[src/rtl/conv_pkg.sv]
// Shared types for the convolution datapath: pixel, kernel boundary flags,
// position counters and the tagged beat handed to the window builder.
package conv_pkg;

    localparam int PIXEL_W           = 8;
    localparam int IMAGE_MAX_W       = 1920;
    localparam int IMAGE_H           = 6;
    localparam int KERNEL_DIAMETER_N = 5;

    localparam int CW = $clog2(IMAGE_MAX_W);
    localparam int RW = $clog2(IMAGE_H);

    typedef logic [PIXEL_W-1:0] pixel_t;

    typedef struct packed {
        logic n2;
        logic n1;
        logic s2;
        logic s1;
        logic w2;
        logic w1;
        logic e2;
        logic e1;
    } kernel_pos_t;

    localparam int KERNEL_POS_W = $bits(kernel_pos_t);

    typedef logic [CW:0]   col_t;
    typedef logic [RW-1:0] row_t;

    typedef struct packed {
        pixel_t      data;
        kernel_pos_t pos;
        logic        sof;
        logic        eol;
        logic        eof;
    } pos_beat_t;

    // Narrower lines than the kernel would make the edge flags overlap.
    function automatic col_t clamp_width(input col_t w);
        if (w < col_t'(KERNEL_DIAMETER_N))
            return col_t'(KERNEL_DIAMETER_N);
        if (w > col_t'(IMAGE_MAX_W))
            return col_t'(IMAGE_MAX_W);
        return w;
    endfunction

endpackage

[src/rtl/conv_skid_buf.sv]
// Generic 2-entry valid/ready skid buffer; s_ready is registered and
// means "skid entry empty", so m_ready never reaches s_ready combinationally.
module conv_skid_buf #(
    parameter int W = 8
) (
    input  logic         clk,
    input  logic         arst_n,
    input  logic         s_valid,
    output logic         s_ready,
    input  logic [W-1:0] s_data,
    output logic         m_valid,
    input  logic         m_ready,
    output logic [W-1:0] m_data
);

    logic         r_ready;
    logic         r_m_valid;
    logic         r_s_valid;
    logic [W-1:0] r_m_data;
    logic [W-1:0] r_s_data;
    logic         w_push;
    logic         w_pop;

    assign w_push = s_valid && r_ready;
    assign w_pop  = r_m_valid && m_ready;

    always_ff @(posedge clk or negedge arst_n) begin
        if (!arst_n) begin
            r_ready   <= 1'b0;
            r_m_valid <= 1'b0;
            r_s_valid <= 1'b0;
            r_m_data  <= '0;
            r_s_data  <= '0;
        end else if (r_s_valid) begin
            if (w_pop) begin
                r_m_data  <= r_s_data;
                r_s_valid <= 1'b0;
                r_ready   <= 1'b1;
            end
        end else begin
            r_ready <= 1'b1;
            if (w_push) begin
                // Reload main in the same cycle it drains: no bubble.
                if (!r_m_valid || w_pop) begin
                    r_m_data  <= s_data;
                    r_m_valid <= 1'b1;
                end else begin
                    r_s_data  <= s_data;
                    r_s_valid <= 1'b1;
                    r_ready   <= 1'b0;
                end
            end else if (w_pop) begin
                r_m_valid <= 1'b0;
            end
        end
    end

    assign s_ready = r_ready;
    assign m_valid = r_m_valid;
    assign m_data  = r_m_data;

endmodule

[src/rtl/conv_pos_tagger.sv]
// Tracks raster (x, y) of each accepted pixel and tags it with kernel
// boundary flags and sof/eol/eof for the window builder.
module conv_pos_tagger
    import conv_pkg::*;
(
    input  logic                    clk,
    input  logic                    arst_n,
    input  logic [CW:0]             cfg_width,
    input  logic                    s_valid,
    output logic                    s_ready,
    input  logic [PIXEL_W-1:0]      s_data,
    input  logic                    s_sof,
    output logic                    m_valid,
    input  logic                    m_ready,
    output logic [PIXEL_W-1:0]      m_data,
    output logic [KERNEL_POS_W-1:0] m_pos,
    output logic                    m_sof,
    output logic                    m_eol,
    output logic                    m_eof,
    output logic                    err_sync
);

    localparam col_t C_ONE    = col_t'(1);
    localparam col_t C_TWO    = col_t'(2);
    localparam row_t R_ONE    = row_t'(1);
    localparam row_t R_LAST   = row_t'(IMAGE_H - 1);
    localparam row_t R_PENULT = row_t'(IMAGE_H - 2);

    col_t        r_x;
    col_t        r_w;
    row_t        r_y;
    logic        r_err;
    col_t        w_x;
    col_t        w_width;
    row_t        w_y;
    logic        w_accept;
    logic        w_origin;
    logic        w_last_col;
    logic        w_last_row;
    logic        w_sync_err;
    pos_beat_t   w_in_beat;
    pos_beat_t   w_out_beat;

    assign w_accept   = s_valid && s_ready;
    assign w_origin   = (r_x == '0) && (r_y == '0);
    // A sof beat is always treated as (0,0), resynchronising the counters.
    assign w_x        = s_sof ? '0 : r_x;
    assign w_y        = s_sof ? '0 : r_y;
    assign w_width    = (s_sof || w_origin) ? clamp_width(cfg_width) : r_w;
    assign w_last_col = (w_x == w_width - C_ONE);
    assign w_last_row = (w_y == R_LAST);
    assign w_sync_err = s_sof ? !w_origin : w_origin;

    always_comb begin
        w_in_beat        = '0;
        w_in_beat.data   = s_data;
        w_in_beat.pos.w1 = (w_x == '0);
        w_in_beat.pos.w2 = (w_x <= C_ONE);
        w_in_beat.pos.e1 = w_last_col;
        w_in_beat.pos.e2 = (w_x >= w_width - C_TWO);
        w_in_beat.pos.n1 = (w_y == '0);
        w_in_beat.pos.n2 = (w_y <= R_ONE);
        w_in_beat.pos.s1 = w_last_row;
        w_in_beat.pos.s2 = (w_y >= R_PENULT);
        w_in_beat.sof    = (w_x == '0) && (w_y == '0);
        w_in_beat.eol    = w_last_col;
        w_in_beat.eof    = w_last_col && w_last_row;
    end

    always_ff @(posedge clk or negedge arst_n) begin
        if (!arst_n) begin
            r_x   <= '0;
            r_y   <= '0;
            r_w   <= col_t'(IMAGE_MAX_W);
            r_err <= 1'b0;
        end else begin
            r_err <= w_accept && w_sync_err;
            if (w_accept) begin
                r_w <= w_width;
                if (w_last_col) begin
                    r_x <= '0;
                    r_y <= w_last_row ? '0 : w_y + R_ONE;
                end else begin
                    r_x <= w_x + C_ONE;
                    r_y <= w_y;
                end
            end
        end
    end

    conv_skid_buf #(
        .W($bits(pos_beat_t))
    ) u_skid (
        .clk     (clk),
        .arst_n  (arst_n),
        .s_valid (s_valid),
        .s_ready (s_ready),
        .s_data  (w_in_beat),
        .m_valid (m_valid),
        .m_ready (m_ready),
        .m_data  (w_out_beat)
    );

    assign m_data   = w_out_beat.data;
    assign m_pos    = w_out_beat.pos;
    assign m_sof    = w_out_beat.sof;
    assign m_eol    = w_out_beat.eol;
    assign m_eof    = w_out_beat.eof;
    assign err_sync = r_err;

endmodule

[config.mk]
export PLATFORM = sky130hd
export DESIGN_NAME = conv_pos_tagger
export DESIGN_NICKNAME = d
export VERILOG_FILES = /design/src/rtl/conv_pkg.sv /design/src/rtl/conv_skid_buf.sv /design/src/rtl/conv_pos_tagger.sv
export SDC_FILE = /design/constraint.sdc
export NUM_CORES = 1
export LEC_CHECK = 0
export CAP_MARGIN = 20
export CORE_ASPECT_RATIO = 0.75
export CORE_UTILIZATION = 30
export DETAILED_ROUTE_END_ITERATION = 10
export GPL_ROUTABILITY_DRIVEN = 1
export GPL_TIMING_DRIVEN = 0
export SLEW_MARGIN = 20
export SYNTH_ARGS = -nofsm -noshare
export SYNTH_HDL_FRONTEND = slang
export SYNTH_HIERARCHICAL = 1
export SYNTH_SLANG_ARGS = --single-unit
[constraint.sdc]
create_clock -name clk -period 4.95 [get_ports clk]
set_input_delay 1.2375 -clock clk [delete_from_list [all_inputs] [get_ports clk]]
set_output_delay 1.2375 -clock clk [all_outputs]
set_load 0.01 [all_outputs]
Word-level counts from Yosys, hierarchy flattened

Index checks and enable logic that the tools add are counted.

Bits in registers: 69
Input port bits: 25
Output and inout bits: 22
Logic and storage cells: 74

Add/subtract/negate cells: 4
Order comparisons: 6
Equality and inequality tests: 4
Muxes and demuxes: 29
Bitwise operators: 2
Reduce and logical (&&, ||, !) cells: 20

Operators with widths:

| operator              | count |
|---|---|
| $mux 12               | 7 |
| $mux 19               | 4 |
| $logic_not 12->1      | 2 |
| $mux 1                | 15 |
| $add 12x1->12 const B | 1 |
| $eq 12x12->1          | 1 |
| $ge 12x12->1          | 1 |
| $gt 12x11->1 const B  | 1 |
| $le 12x1->1 const B   | 1 |
| $lt 12x3->1 const B   | 1 |
| $sub 12x1->12 const B | 1 |
| $sub 12x2->12 const B | 1 |
| $mux 3                | 3 |
| $reduce_and 3->1      | 3 |
| $logic_and 1x1->1     | 6 |
| $logic_not 3->1       | 2 |
| $reduce_bool 2->1     | 3 |
| $add 3x1->3 const B   | 1 |
| $eq 3x3->1 const B    | 1 |
| $ge 3x3->1 const B    | 1 |
| $le 3x1->1 const B    | 1 |
| $logic_not 1->1       | 2 |
| $logic_or 1x1->1      | 2 |
| $ne 2x1->1 const B    | 1 |
| other kinds (2)       | 3 |

Depth between registers and ports, before layout

Word-level depth: 12
Mapped depth: 20

Modules after synthesis

Netlist, hierarchy kept.

By module, submodules not included:

| module          | times used | cells an instance | area each (µm²) |
|---|---|---|---|
| conv_pos_tagger | 1          | 332               | 2675.1 |
| conv_skid_buf   | 1          | 115               | 1864.3 |

Worst setup path before layout

OpenSTA, ideal clock, no wires.

Path kind: input to register
Start point: input s_sof
End point: register u_skid.r_m_data[0], in the netlist u_skid/m_data[0]
Setup time: 0.065 ns
Arrival: 4.507 ns
Data required time: 4.885 ns
Slack: 0.379 ns
Stages on the path: 15
Path through: inv_1 ha_1 buf_2 clkbuf_1 nor3_1 a22oi_1 ha_1 xnor2_1 a211o_1 a2111oi_2 o2111ai_1 or4_1 nor2b_1 mux2_2 mux2_2

RTL lines:

| item                   | line                  | source |
|---|---|---|
| start: declaration     | conv_pos_tagger.sv:12 | `input logic s_sof,` |
| end signal: assignment | conv_skid_buf.sv:36   | `r_m_data <= r_s_data;` |
| end signal: assignment | conv_skid_buf.sv:45   | `r_m_data <= s_data;` |
| end: declaration       | conv_skid_buf.sv:19   | `logic [W-1:0] r_m_data;` |

==> impl_metrics.json <==
{
  "grt_pass1_vias": 3653,
  "crit_chain": "clkdlybuf4s50_1 -> nor4_1 -> a21oi_4 -> nor3_4 -> a22oi_2 -> ha_1 -> xnor2_1 -> a211o_1 -> a2111oi_4 -> o2111ai_1 -> or4_1 -> nor2b_1 -> mux2_2 -> mux2_2",
  "wirelength_um": 11470,
  "yosys_warnings": 6,
  "slew_viol_final": 0,
  "ant_nets": 0,
  "layout-drive-gt1-share_pct": 23.39,
  "initial_core_util_pct": 31.10,
  "antenna_found_initial": 0,
  "final_area_sq_um": 5725,
  "grt_max_degree": 54,
  "tightest_slew_ns": 0.6339,
  "io_buffer_count": 46,
  "slowest_delay_ns": 0.57,
  "numClockSinks": 69,
  "drtIter0Drc": 195,
  "crit_required_ns": 5.24,
  "start_kind": "input pin",
  "io_pins": 47,
  "skew_ns": 0.01096,
  "wire_per_inst_um": 16.08,
  "place_congestion": 0.8552,
  "cp_slowest_cell": "or4_1",
  "synthArstFlopShare_pct": 100.0,
  "power_density_nw_per_um2": 481.5,
  "setup_viol": 0,
  "synth-main-ff-cell": "dfrtp_1",
  "cts_root_buffer": "clkbuf_16",
  "rows": 38,
  "die_y_um": 108.5,
  "viasPerCell": 5.081,
  "grt_pass1_wl_um": 18720,
  "relSlewSlack_pct": 57.74,
  "layout_min_cycle_time_ns": 4.786,
  "min_path_type": "reg -> reg",
  "critPathTopFamily": "simple AND/OR/NAND/NOR gates",
  "dp_hpwl_um": 8503,
  "ys_ff_latch": 69,
  "synthDistinctLibCells": 63,
  "hold_slack_ns": 0.4772,
  "synthesis.instances": 447,
  "cts_max_path_buffers": 2,
  "drc": 0,
  "p_leak_nw": 2.432,
  "h-tree-depth": 3,
  "synth_edf_count": 0,
  "firstDrtPassIters": 4,
  "fill_cells": 1424,
  "ir_worst_vdd_mv": 0.1764,
  "grt_overflow_total": 0,
  "core-area_sq_um": 14600,
  "clk_pin_slew_worst_paths_ns": 0.06,
  "register_area_sq_um": 1732,
  "max_freq_mhz": 209.0,
  "final_hold_viol_count": 0,
  "ys_seq_area_share_pct": 38.15,
  "critPathKind": "in -> reg",
  "status": "finished clean",
  "place_area_sq_um": 5275,
  "syn_nets": 490,
  "multi_input_area_sq_um": 2755,
  "period_share_pct": 96.68,
  "path_buf_inv": 1,
  "endpoint_kind": "flop",
  "dieArea_sq_um": 15630,
  "clock_latency_ns": 0.35,
  "gr-usage-all-layers_pct": 15.72,
  "antenna_cells": 0,
  "cpMostUsedCell": "mux2_2",
  "via_count": 3623,
  "nets": 551,
  "synth_area_sq_um": 4539,
  "postSynthAreaPerCell_sq_um": 10.16,
  "area_growth_pct": 26.13,
  "crit_fanout": 4,
  "drv_cap": 0,
  "arrival_ns": 5.07,
  "cts_tree": "built",
  "die_w_um": 144.0,
  "numCtsBuffers": 9
}
==> metrics by stage <==
step                      power [mW]  setup TNS (ns)  util [%]  instances  setup WS (ns)
final                          2.757               0     39.23        713         0.1643
after global routing           2.938        -0.09048     39.23        713       -0.04897
after CTS                      2.747               0     38.48        709      0.0006586
after detailed placement       2.081          -19.58     36.14        694        -0.9984
after global placement         2.037          -18.07     35.97        693        -0.9346
after floorplan                1.706               0         -        447         0.3786
==> cells in the final DEF (no fill, tap or decap), drive strengths merged, types with 3 or more instances in the layout <==
master          n
clkbuf         24
a31oi           5
nor4            7
or3             6
or2             4
o21ai          27
and2            6
a31o            5
xnor2          22
nor3           11
nor3b           3
buf            11
inv            14
mux2i           3
nand3           9
xor2            4
mux2           58
o31ai           8
nor2b          13
nand2b          3
dfstp           4
a21oi          13
nor2           24
and3            4
ha             18
nand2          47
a22oi           3
or4             4
o211ai          4
clkinv          4
clkdlybuf4s50  40
dfrtp          65
dlymetal6s2s    5
a22o            7
a21o            9
==> power breakdown <==
group | switching (mW) | internal [mW]
sequential | 0.120 | 0.738
combinational | 0.638 | 0.639
clock | 0.266 | 0.356
total | 1.02 | 1.73
==> layer usage <==
layer	vias up	wire, um	global-route usage (%)
li1	1743	-	-
met1	1788	5520	21.33
met2	83	5311	24.36
met3	9	506	3.853
met4	0	129	5.167
met5	-	0	0
==> kinds of logic after synthesis <==
group / share of synthesized area (%)
mux: 16.15
compound gates: 14.42
xor+xnor: 5.016
simple gates: 17.56
buf+inv: 3.749
fa+ha+maj: 4.961
flops: 38.15
==> registers in the layout (all words and copies together) (netlist names) <==
signal            cells
u_skid/r_s_data      19
err_sync              1
u_skid/r_s_valid      1
u_skid/s_ready        1
r_x                  12
r_y                   3
u_skid/m_data        19
u_skid/m_valid        1
r_w                  12
==> path summary, 6_finish.rpt <==
| kind | start | endpoint | slack (ns) | cells after the start |
|---|---|---|---|---|
| hold / removal | r_w[0] | r_w[0] | 0.48 | 2 |
| min in group asynchronous | arst_n | r_w[6] | 0.77 | 1 |
| setup reg to reg | r_x[6] | u_skid/m_data[4] | 0.18 | 19 |
| hold reg to reg | r_w[0] | r_w[0] | 0.48 | 2 |
| max in group asynchronous | arst_n | u_skid/m_data[13] | 3.62 | 2 |
| setup / recovery | cfg_width[1] | u_skid/m_data[0] | 0.16 | 14 |
==> Yosys cell counts (7+ instances only) <==
library cell,n,area share [%]
mux2_2,44,11
nor3_1,11,1.2
ha_1,18,5.0
o21ai_0,26,2.9
o31ai_1,8,1.3
dfrtp_1,65,36
clkbuf_1,12,0.99
a22o_1,7,1.4
xnor2_1,22,4.2
nand2_1,47,3.9
nor2_1,23,1.9
a21oi_1,13,1.4
inv_1,10,0.83
nand3_1,9,0.99
nor2b_1,13,1.8
a21o_1,9,1.5
mux2_4,10,3.3
==> worst register-to-register path, cell delays in order, from the launching register on <==
cell and delay, ns:
dfrtp_1 0.46, or4_1 0.60, nor4_4 0.29, nand3_1 0.18
ha_4 0.24, and2_1 0.17, a31oi_4 0.21, o21ai_1 0.15
ha_1 0.35, nand2b_1 0.15, a21o_1 0.17, a21o_1 0.17
a21o_1 0.17, a21o_1 0.17, a21oi_1 0.20, o21ai_1 0.13
a31oi_1 0.18, o21ai_0 0.13, mux2_2 0.27, mux2_2 0.26
==> cell type report <==
type | instances | share of cell area (%)
multi-input combinational | 346 | 48.12
sequential | 69 | 30.24
timing repair buffer | 51 | 9.222
tap | 200 | 4.371
clock buffer | 10 | 4.174
buffer | 19 | 2.251
inverter | 12 | 0.8304
clock inverter | 6 | 0.7867
==> what timing repair did <==
action,in CTS,in global routing
gates resized for setup,14,19
gates cloned,0,0
buffers inserted,0,4
pin swaps,0,4
setup endpoints to repair,23,22
hold buffers,0,0
Note: power is estimated with default switching activity, not from simulation.
